===== src/rtl/sprite_plotter.sv =====
// sprite_plotter: multi-sprite erase/draw frame renderer feeding a vga_adapter pixel port
module sprite_plotter #(
  parameter int NUM_SPRITES = 4,
  parameter int SPRITE_W = 8,
  parameter int SPRITE_H = 8,
  parameter int X_W = 9,
  parameter int Y_W = 8,
  parameter int COLOUR_W = 3,
  parameter int SCREEN_W = 320,
  parameter int SCREEN_H = 240,
  parameter int BG_COLOUR = 0
) (
  input  logic clk,
  input  logic reset,
  input  logic start,
  input  logic [NUM_SPRITES*X_W-1:0] sprite_x,
  input  logic [NUM_SPRITES*Y_W-1:0] sprite_y,
  input  logic [NUM_SPRITES*COLOUR_W-1:0] sprite_colour,
  input  logic [NUM_SPRITES-1:0] sprite_en,
  input  logic [NUM_SPRITES*SPRITE_W*SPRITE_H-1:0] sprite_mask,
  output logic [X_W-1:0] x,
  output logic [Y_W-1:0] y,
  output logic [COLOUR_W-1:0] colour,
  output logic plot,
  output logic busy,
  output logic done
);
  localparam int PIX = SPRITE_W * SPRITE_H;
  localparam int IW = NUM_SPRITES > 1 ? $clog2(NUM_SPRITES) : 1;
  localparam int PW = PIX > 1 ? $clog2(PIX) : 1;
  typedef enum logic [2:0] {IDLE, LATCH, ERASE, DRAW, DONE} state_t;
  state_t state, state_n;
  logic [IW-1:0] idx, idx_n;
  logic [PW-1:0] pix, pix_n;
  logic [X_W-1:0] sx [NUM_SPRITES];
  logic [Y_W-1:0] sy [NUM_SPRITES];
  logic [COLOUR_W-1:0] sc [NUM_SPRITES];
  logic [PIX-1:0] sm [NUM_SPRITES];
  logic [NUM_SPRITES-1:0] se, drawn;
  logic [X_W-1:0] old_x [NUM_SPRITES];
  logic [Y_W-1:0] old_y [NUM_SPRITES];
  logic act, last, act_n, pl;
  logic [X_W:0] px;
  logic [Y_W:0] py;
  logic [COLOUR_W-1:0] pc;
  // Sequencer: a sprite with nothing to do (not drawn / not enabled) costs one skip cycle
  always_comb begin
    act = state == ERASE ? drawn[idx] : se[idx];
    last = !act || pix == PW'(PIX - 1);
    state_n = state;
    idx_n = idx;
    pix_n = pix;
    if (state == IDLE && start) state_n = LATCH;
    else if (state == LATCH) state_n = ERASE;
    else if (state == DONE) state_n = IDLE;
    else if (state == ERASE || state == DRAW) begin
      pix_n = last ? '0 : pix + 1'b1;
      idx_n = !last ? idx : idx == IW'(NUM_SPRITES - 1) ? '0 : idx + 1'b1;
      if (last && idx == IW'(NUM_SPRITES - 1)) state_n = state == ERASE ? DRAW : DONE;
    end
  end
  // Pixel for the upcoming cycle, so the registered outputs line up with the state they describe
  always_comb begin
    act_n = state_n == ERASE ? drawn[idx_n] : se[idx_n];
    px = {1'b0, state_n == ERASE ? old_x[idx_n] : sx[idx_n]} + (X_W + 1)'(pix_n % SPRITE_W);
    py = {1'b0, state_n == ERASE ? old_y[idx_n] : sy[idx_n]} + (Y_W + 1)'(pix_n / SPRITE_W);
    pc = state_n == ERASE ? COLOUR_W'(BG_COLOUR) : sc[idx_n];
    pl = act_n && (state_n == ERASE || (state_n == DRAW && sm[idx_n][pix_n]))
      && px < (X_W + 1)'(SCREEN_W) && py < (Y_W + 1)'(SCREEN_H);
  end
  // State, outputs and per-sprite drawn bookkeeping
  always_ff @(posedge clk) begin
    if (reset) begin
      state <= IDLE;
      idx <= '0;
      pix <= '0;
      drawn <= '0;
      x <= '0;
      y <= '0;
      colour <= '0;
      plot <= 1'b0;
      busy <= 1'b0;
      done <= 1'b0;
      for (int i = 0; i < NUM_SPRITES; i++) begin
        old_x[i] <= '0;
        old_y[i] <= '0;
      end
    end else begin
      state <= state_n;
      idx <= idx_n;
      pix <= pix_n;
      plot <= pl;
      busy <= state_n inside {LATCH, ERASE, DRAW};
      done <= state_n == DONE;
      if (state_n == ERASE || state_n == DRAW) begin
        x <= px[X_W-1:0];
        y <= py[Y_W-1:0];
        colour <= pc;
      end
      if (state == DRAW && last) begin
        drawn[idx] <= se[idx];
        old_x[idx] <= sx[idx];
        old_y[idx] <= sy[idx];
      end
    end
  end
  // Frame snapshot so input changes mid-frame cannot tear the picture
  always_ff @(posedge clk) begin
    if (state == LATCH) begin
      se <= sprite_en;
      for (int i = 0; i < NUM_SPRITES; i++) begin
        sx[i] <= sprite_x[i*X_W +: X_W];
        sy[i] <= sprite_y[i*Y_W +: Y_W];
        sc[i] <= sprite_colour[i*COLOUR_W +: COLOUR_W];
        sm[i] <= sprite_mask[i*PIX +: PIX];
      end
    end
  end
endmodule


===== config.mk =====
export PLATFORM = sky130hd
export DESIGN_NAME = sprite_plotter
export DESIGN_NICKNAME = d
export VERILOG_FILES = /design/src/rtl/sprite_plotter.sv
export SDC_FILE = /design/constraint.sdc
export NUM_CORES = 1
export LEC_CHECK = 0
export CAP_MARGIN = 40
export CORE_MARGIN = 2
export CORE_UTILIZATION = 53
export CTS_BUF_LIST = sky130_fd_sc_hd__clkbuf_4 sky130_fd_sc_hd__clkbuf_8 sky130_fd_sc_hd__clkbuf_16
export CTS_CLUSTER_SIZE = 14
export DETAILED_ROUTE_END_ITERATION = 16
export PLACE_DENSITY = 0.79
export SLEW_MARGIN = 20
export SYNTH_ARGS = -nofsm -noshare
export SYNTH_HDL_FRONTEND = slang
export SYNTH_SLANG_ARGS = --single-unit

===== constraint.sdc =====
create_clock -name clk -period 10.36 [get_ports clk]
set_input_delay 1.554 -clock clk [delete_from_list [all_inputs] [get_ports clk]]
set_output_delay 1.554 -clock clk [all_outputs]
set_load 0.01 [all_outputs]

# [Yosys cells after proc, flatten, opt, wreduce, memory -nomap -nowiden]
# Memory sizes are Yosys's and may differ from the RTL's. A register that Yosys moved wholly into a read port is not among the register bits.
# Cells that the tools add are included.
[totals] reg_bits=42 ram_bits=404 in_bits=343 out_inout_bits=23 wordCells=104 mem_count=6
[op_classes] addsub=4 order_cmp=6 n_eq_ne=10 muxes=50 reduce_logical=17
[mem_list] name="sm" words=4 word_bits=64 read_ports=1 rd_clocked_by_memory_dff=0 wr=4 line="38" text="logic [PIX-1:0] sm [NUM_SPRITES];"
[mem_list] name="old_x" words=4 word_bits=9 read_ports=1 rd_clocked_by_memory_dff=0 wr=4 line="40" text="logic [X_W-1:0] old_x [NUM_SPRITES];"
[mem_list] name="sx" words=4 word_bits=9 read_ports=2 rd_clocked_by_memory_dff=1 wr=4 line="35" text="logic [X_W-1:0] sx [NUM_SPRITES];"
[mem_list] name="old_y" words=4 word_bits=8 read_ports=1 rd_clocked_by_memory_dff=0 wr=4 line="41" text="logic [Y_W-1:0] old_y [NUM_SPRITES];"
[mem_list] name="sy" words=4 word_bits=8 read_ports=2 rd_clocked_by_memory_dff=1 wr=4 line="36" text="logic [Y_W-1:0] sy [NUM_SPRITES];"
[mem_list] name="sc" words=4 word_bits=3 read_ports=1 rd_clocked_by_memory_dff=0 wr=4 line="37" text="logic [COLOUR_W-1:0] sc [NUM_SPRITES];"
[ops] operator="$mux 6" count=5
[ops] operator="$mux 3" count=7
[ops] operator="$mux 2" count=10
[ops] operator="$mux 9" count=2
[ops] operator="$mux 1" count=17
[ops] operator="$mux 8" count=2
[ops] operator="$eq 3x2->1 const B" count=4
[ops] operator="$add 9x3->10" count=1
[ops] operator="$lt 10x9->1 const B" count=1
[ops] operator="$add 8x3->9" count=1
[ops] operator="$lt 9x8->1 const B" count=1
[ops] operator="$reduce_or 9->1" count=1
[ops] operator="$bmux 1 s2" count=4
[ops] operator="$logic_and 1x1->1" count=8
[ops] operator="$reduce_or 8->1" count=1
[ops] operator="$lt 6x7->1 const B" count=1
[ops] operator="$add 6x1->6 const B" count=1
[ops] operator="$bmux 1 s6" count=1
[ops] operator="$eq 3x1->1 const B" count=2
[ops] operator="$eq 3x3->1 const B" count=2
[ops] operator="$eq 6x6->1 const B" count=1
[ops] operator="$lt 2x3->1 const B" count=2
[ops] operator="$bwmux 4" count=1
[ops] operator="$logic_or 1x1->1" count=4
[ops] operator="other kinds (7)" count=7

# [Longest topological paths before layout]
# An unclocked memory read counts as a cell.
[logic_depth] depth_word=18 depth_mapped=27 ltp_nobuf=20

# [Least setup slack after synthesis]
# Ideal clock, no wire load.
[synth_timing] path_type="reg-to-reg" startpoint="reg state[2]" endpoint="mem sc[0][0], enable pin" setup_time_ns=0.746 arrival_ns=8.403 required_time_ns=9.614 path_slack_ns=1.210 stages_incl_launch_ff=4 n_path_buf=1 period_less_slack_ns=9.150 path_cell_list="dfxtp_1 > clkbuf_1 > nor2b_1 > and2_1"
[synth_lines] element="start, declared" line="32" text="state_t state, state_n;"
[synth_lines] element="start signal, assigned" line="89" text="state <= state_n;"
[synth_lines] element="end, declared" line="37"

# [Worst setup path after layout]
[layout_timing] startpoint="reg idx[0]" endpoint="reg plot"
[layout_via] elab_chain_cells=18 elab_cells_between_ends=51 cone_classes="3 x add/sub; 2 x order compare; 3 x eq/ne; 30 x mux; 8 x reduce/logical; 5 x memory"
[layout_lines] element="start, declared" line="33" text="logic [IW-1:0] idx, idx_n;"
[layout_lines] element="start signal, assigned" line="90" text="idx <= idx_n;"
[layout_lines] element="branches (longest 17 deep; another with $mem_v2 4x9)"
[layout_lines] element="$logic_and 1x1->1 (*)" line="69" text="&& px < (X_W + 1)'(SCREEN_W) && py < (Y_W + 1)'(SCREEN_H);"
[layout_lines] element="end signal, assigned" line="92" text="plot <= pl;"
[layout_lines] element="end, declared" line="24" text="output logic plot,"
# Mark *: on every way between the ends. The select of a mux whose other input is x is not followed.
# A chain may end at the register's enable or synchronous reset.

==> run metrics <==
status completed; Crit Path Max Fanout 55; share of layout cells above drive strength 1 0.0976; Setup Fix Bufs, Post-CTS 0; hold slack 476 ps; root buffer cell clkbuf_16; Non-Filler Instances 2372; Routed Antenna Nets 0; most frequent cell after synthesis edfxtp_1; synthesized cell area 19800 µm²; Yosys top cell area share 0.620; CTS tree done; drt drc 0; Ys Warns 0; Netlist cell types 80; Place WS 4350 ps; CTS clk-pin slew, worst paths 60 ps; die area 38900 µm²; CP endpoint kind register; final period utilization 0.582; WL/cell 23.9 µm; drt via density 6.05; number of global-route vias before repair 14008; total track usage 0.288; Setup Crit Path Kind reg2reg; Syn Nets 1866; routed wire length 56.7 mm; top achievable clock speed 0.166 GHz; Die H 197 µm; Die X 197 µm; initial antenna violation count 10; crit-path cells buf_4, inv_2, mux4_2, a21oi_2, nand2_4, buf_4, nand2_1, nand3_1, nand3_1, o21ai_0, ha_1, a21o_1, a21oi_1, o31a_1, o32a_1, nor3_1, nor4b_2, o31a_1; Critical Path RT 10890 ps; Post-synth EDFFs 408; Post-synth ARST share 0; Clk pwr share 0.384; via count 14348; WP data arrival 6560 ps; Power Density 175 nW/µm²; Clock Skews 20.1 ps; initial DRC count 1781; Psw 1.09 mW; Mapped Avg Cell Area 13.1 µm²; crit-path max cell delay 660 ps; static leakage 8.85 nW; ys flop type edfxtp_1; RSZ-0062 raised after global routing false; sequential cell area fraction in the yosys report 0.658; num ports 366; VDD IR max 142 µV; Sink Count 446; setup ws final 4340 ps; Skew-Pair Late Insertion Delay 590 ps; Synth Instances 1510; Worst Setup Start Kind register; pin count of the biggest net entering global routing 216; hold buffers post-CTS 0; Sequential Power Share 0.475; Max Cap Viol 0; final setup fails 0; final hold vios 0; total gr overflow 0; GP Congestion 0.901; setup TNS 0 ps; most frequent cells after synthesis edfxtp_1, nand2_1, nand3_1, mux2i_1, nor2_1; hpwl dp 39.3 mm; combinational power share 0.141; sw frac 0.243; Placed Instances 2277; CTS Buf Count 47; reg-to-reg slack, setup 4340 ps; Final min period 6020 ps; Tightest Pin Transition 977 ps; Resized Gates After CTS 0; Syn-to-layout area delta 29.2%; largest cells by area after synthesis edfxtp_1, mux2i_1, nand2_1, dfxtp_1, mux4_2; first-pass GRT wire length 83.3 mm; fin nets 2217; #FFs+latches synth 446; I/O Buffers 365; Core Rows 70; Yosys top cell by area edfxtp_1; relative max-transition margin 0.348; max-slew violations 0; starting density of the core 0.539; slowest stage cell, crit path mux4_2; Hold/Removal Path Class reg2reg; Detailed Routing Iterations Pass 1 8; CTS H-tree lvls 2; Int Pwr 3.38 mW; CORE AREA 36700 µm²; Max Root-Sink Buffers 3
routing by layer:
layer	GRT usage	routed length [µm]	up-vias
li1	-	-	6393
met1	0.385	21400	6932
met2	0.466	27500	878
met3	0.0534	5620	141
met4	0.122	2140	4
met5	0	33	-
registers in the layout (all words and copies together), names as in the netlist:
register / cells
idx: 2
sm: 256
pix: 6
x: 9
plot: 1
old_y: 32
state: 3
sx: 36
se: 4
y: 8
old_x: 36
done: 1
sc: 12
colour: 3
drawn: 4
sy: 32
busy: 1
worst paths after layout:
| kind | start | end | depth (start not counted) |
|---|---|---|---|
| hold / removal | y[6] | y[6] | 2 |
| hold reg to reg | y[6] | y[6] | 2 |
| setup / recovery | idx[0] | plot | 18 |
| setup reg to reg | idx[0] | plot | 18 |
cell families after synthesis:
kind of cell | Yosys count | share of synthesized area
AND/OR/NAND/NOR | 554 | 0.132
flip-flops | 446 | 0.658
AO/OA/AOI/OAI | 240 | 0.0839
multiplexers | 137 | 0.0860
buffers and inverters | 109 | 0.0260
adder cells (fa/ha/maj) | 13 | 0.00899
XOR/XNOR | 11 | 0.00487
critical path, delay by kind of cell (launching register included):
| family | cells | cell delay (ps) |
|---|---|---|
| flip-flops | 1 | 310 |
| adder cells (fa/ha/maj) | 1 | 340 |
| AND/OR/NAND/NOR | 6 | 1410 |
| multiplexers | 1 | 660 |
| buffers and inverters | 3 | 1260 |
| AO/OA/AOI/OAI | 7 | 1940 |
cells in the final DEF (no fill, tap or decap), types with 13 or more instances in the layout:
| master | instances |
|---|---|
| o21ai_0 | 38 |
| a21oi_1 | 61 |
| edfxtp_1 | 408 |
| inv_1 | 13 |
| a31oi_1 | 13 |
| nand2_1 | 236 |
| mux4_2 | 24 |
| mux2_2 | 20 |
| buf_4 | 19 |
| nor2_1 | 58 |
| nand3_1 | 101 |
| clkbuf_16 | 48 |
| nor3_1 | 23 |
| a211oi_1 | 26 |
| mux2i_1 | 90 |
| and2_1 | 54 |
| clkdlybuf4s50_1 | 365 |
| dfxtp_1 | 36 |
| nor2b_1 | 24 |
power by group through the flow:
stage	Sequential [mW]	Combinational, mW	Clock [mW]
finish	2.12	0.631	1.72
detailed placement	2.16	0.617	0
CTS	2.12	0.620	1.73
global placement	2.16	0.598	0
global route	2.13	0.677	1.80
floorplan	2.17	0.344	0
layout make-up:
cell class / instances / area (µm²)
clock inverter: 30 / 310
antenna: 8 / 20.0
tap: 468 / 586
fill: 2458 / 11200
timing repair buffer: 396 / 4020
multi-input combinational: 955 / 6280
sequential: 446 / 13000
clock buffer: 54 / 1250
inverter: 15 / 56.3
through the flow:
step / cell area, µm² / util / total power [mW]
finish: 25500 / 0.696 / 4.47
global route: 25500 / 0.696 / 4.61
global placement: 23800 / 0.647 / 2.76
detailed placement: 23900 / 0.651 / 2.78
floorplan: 19800 / - / 2.52
CTS: 25500 / 0.694 / 4.48
Note: power is estimated with default switching activity, not from simulation.
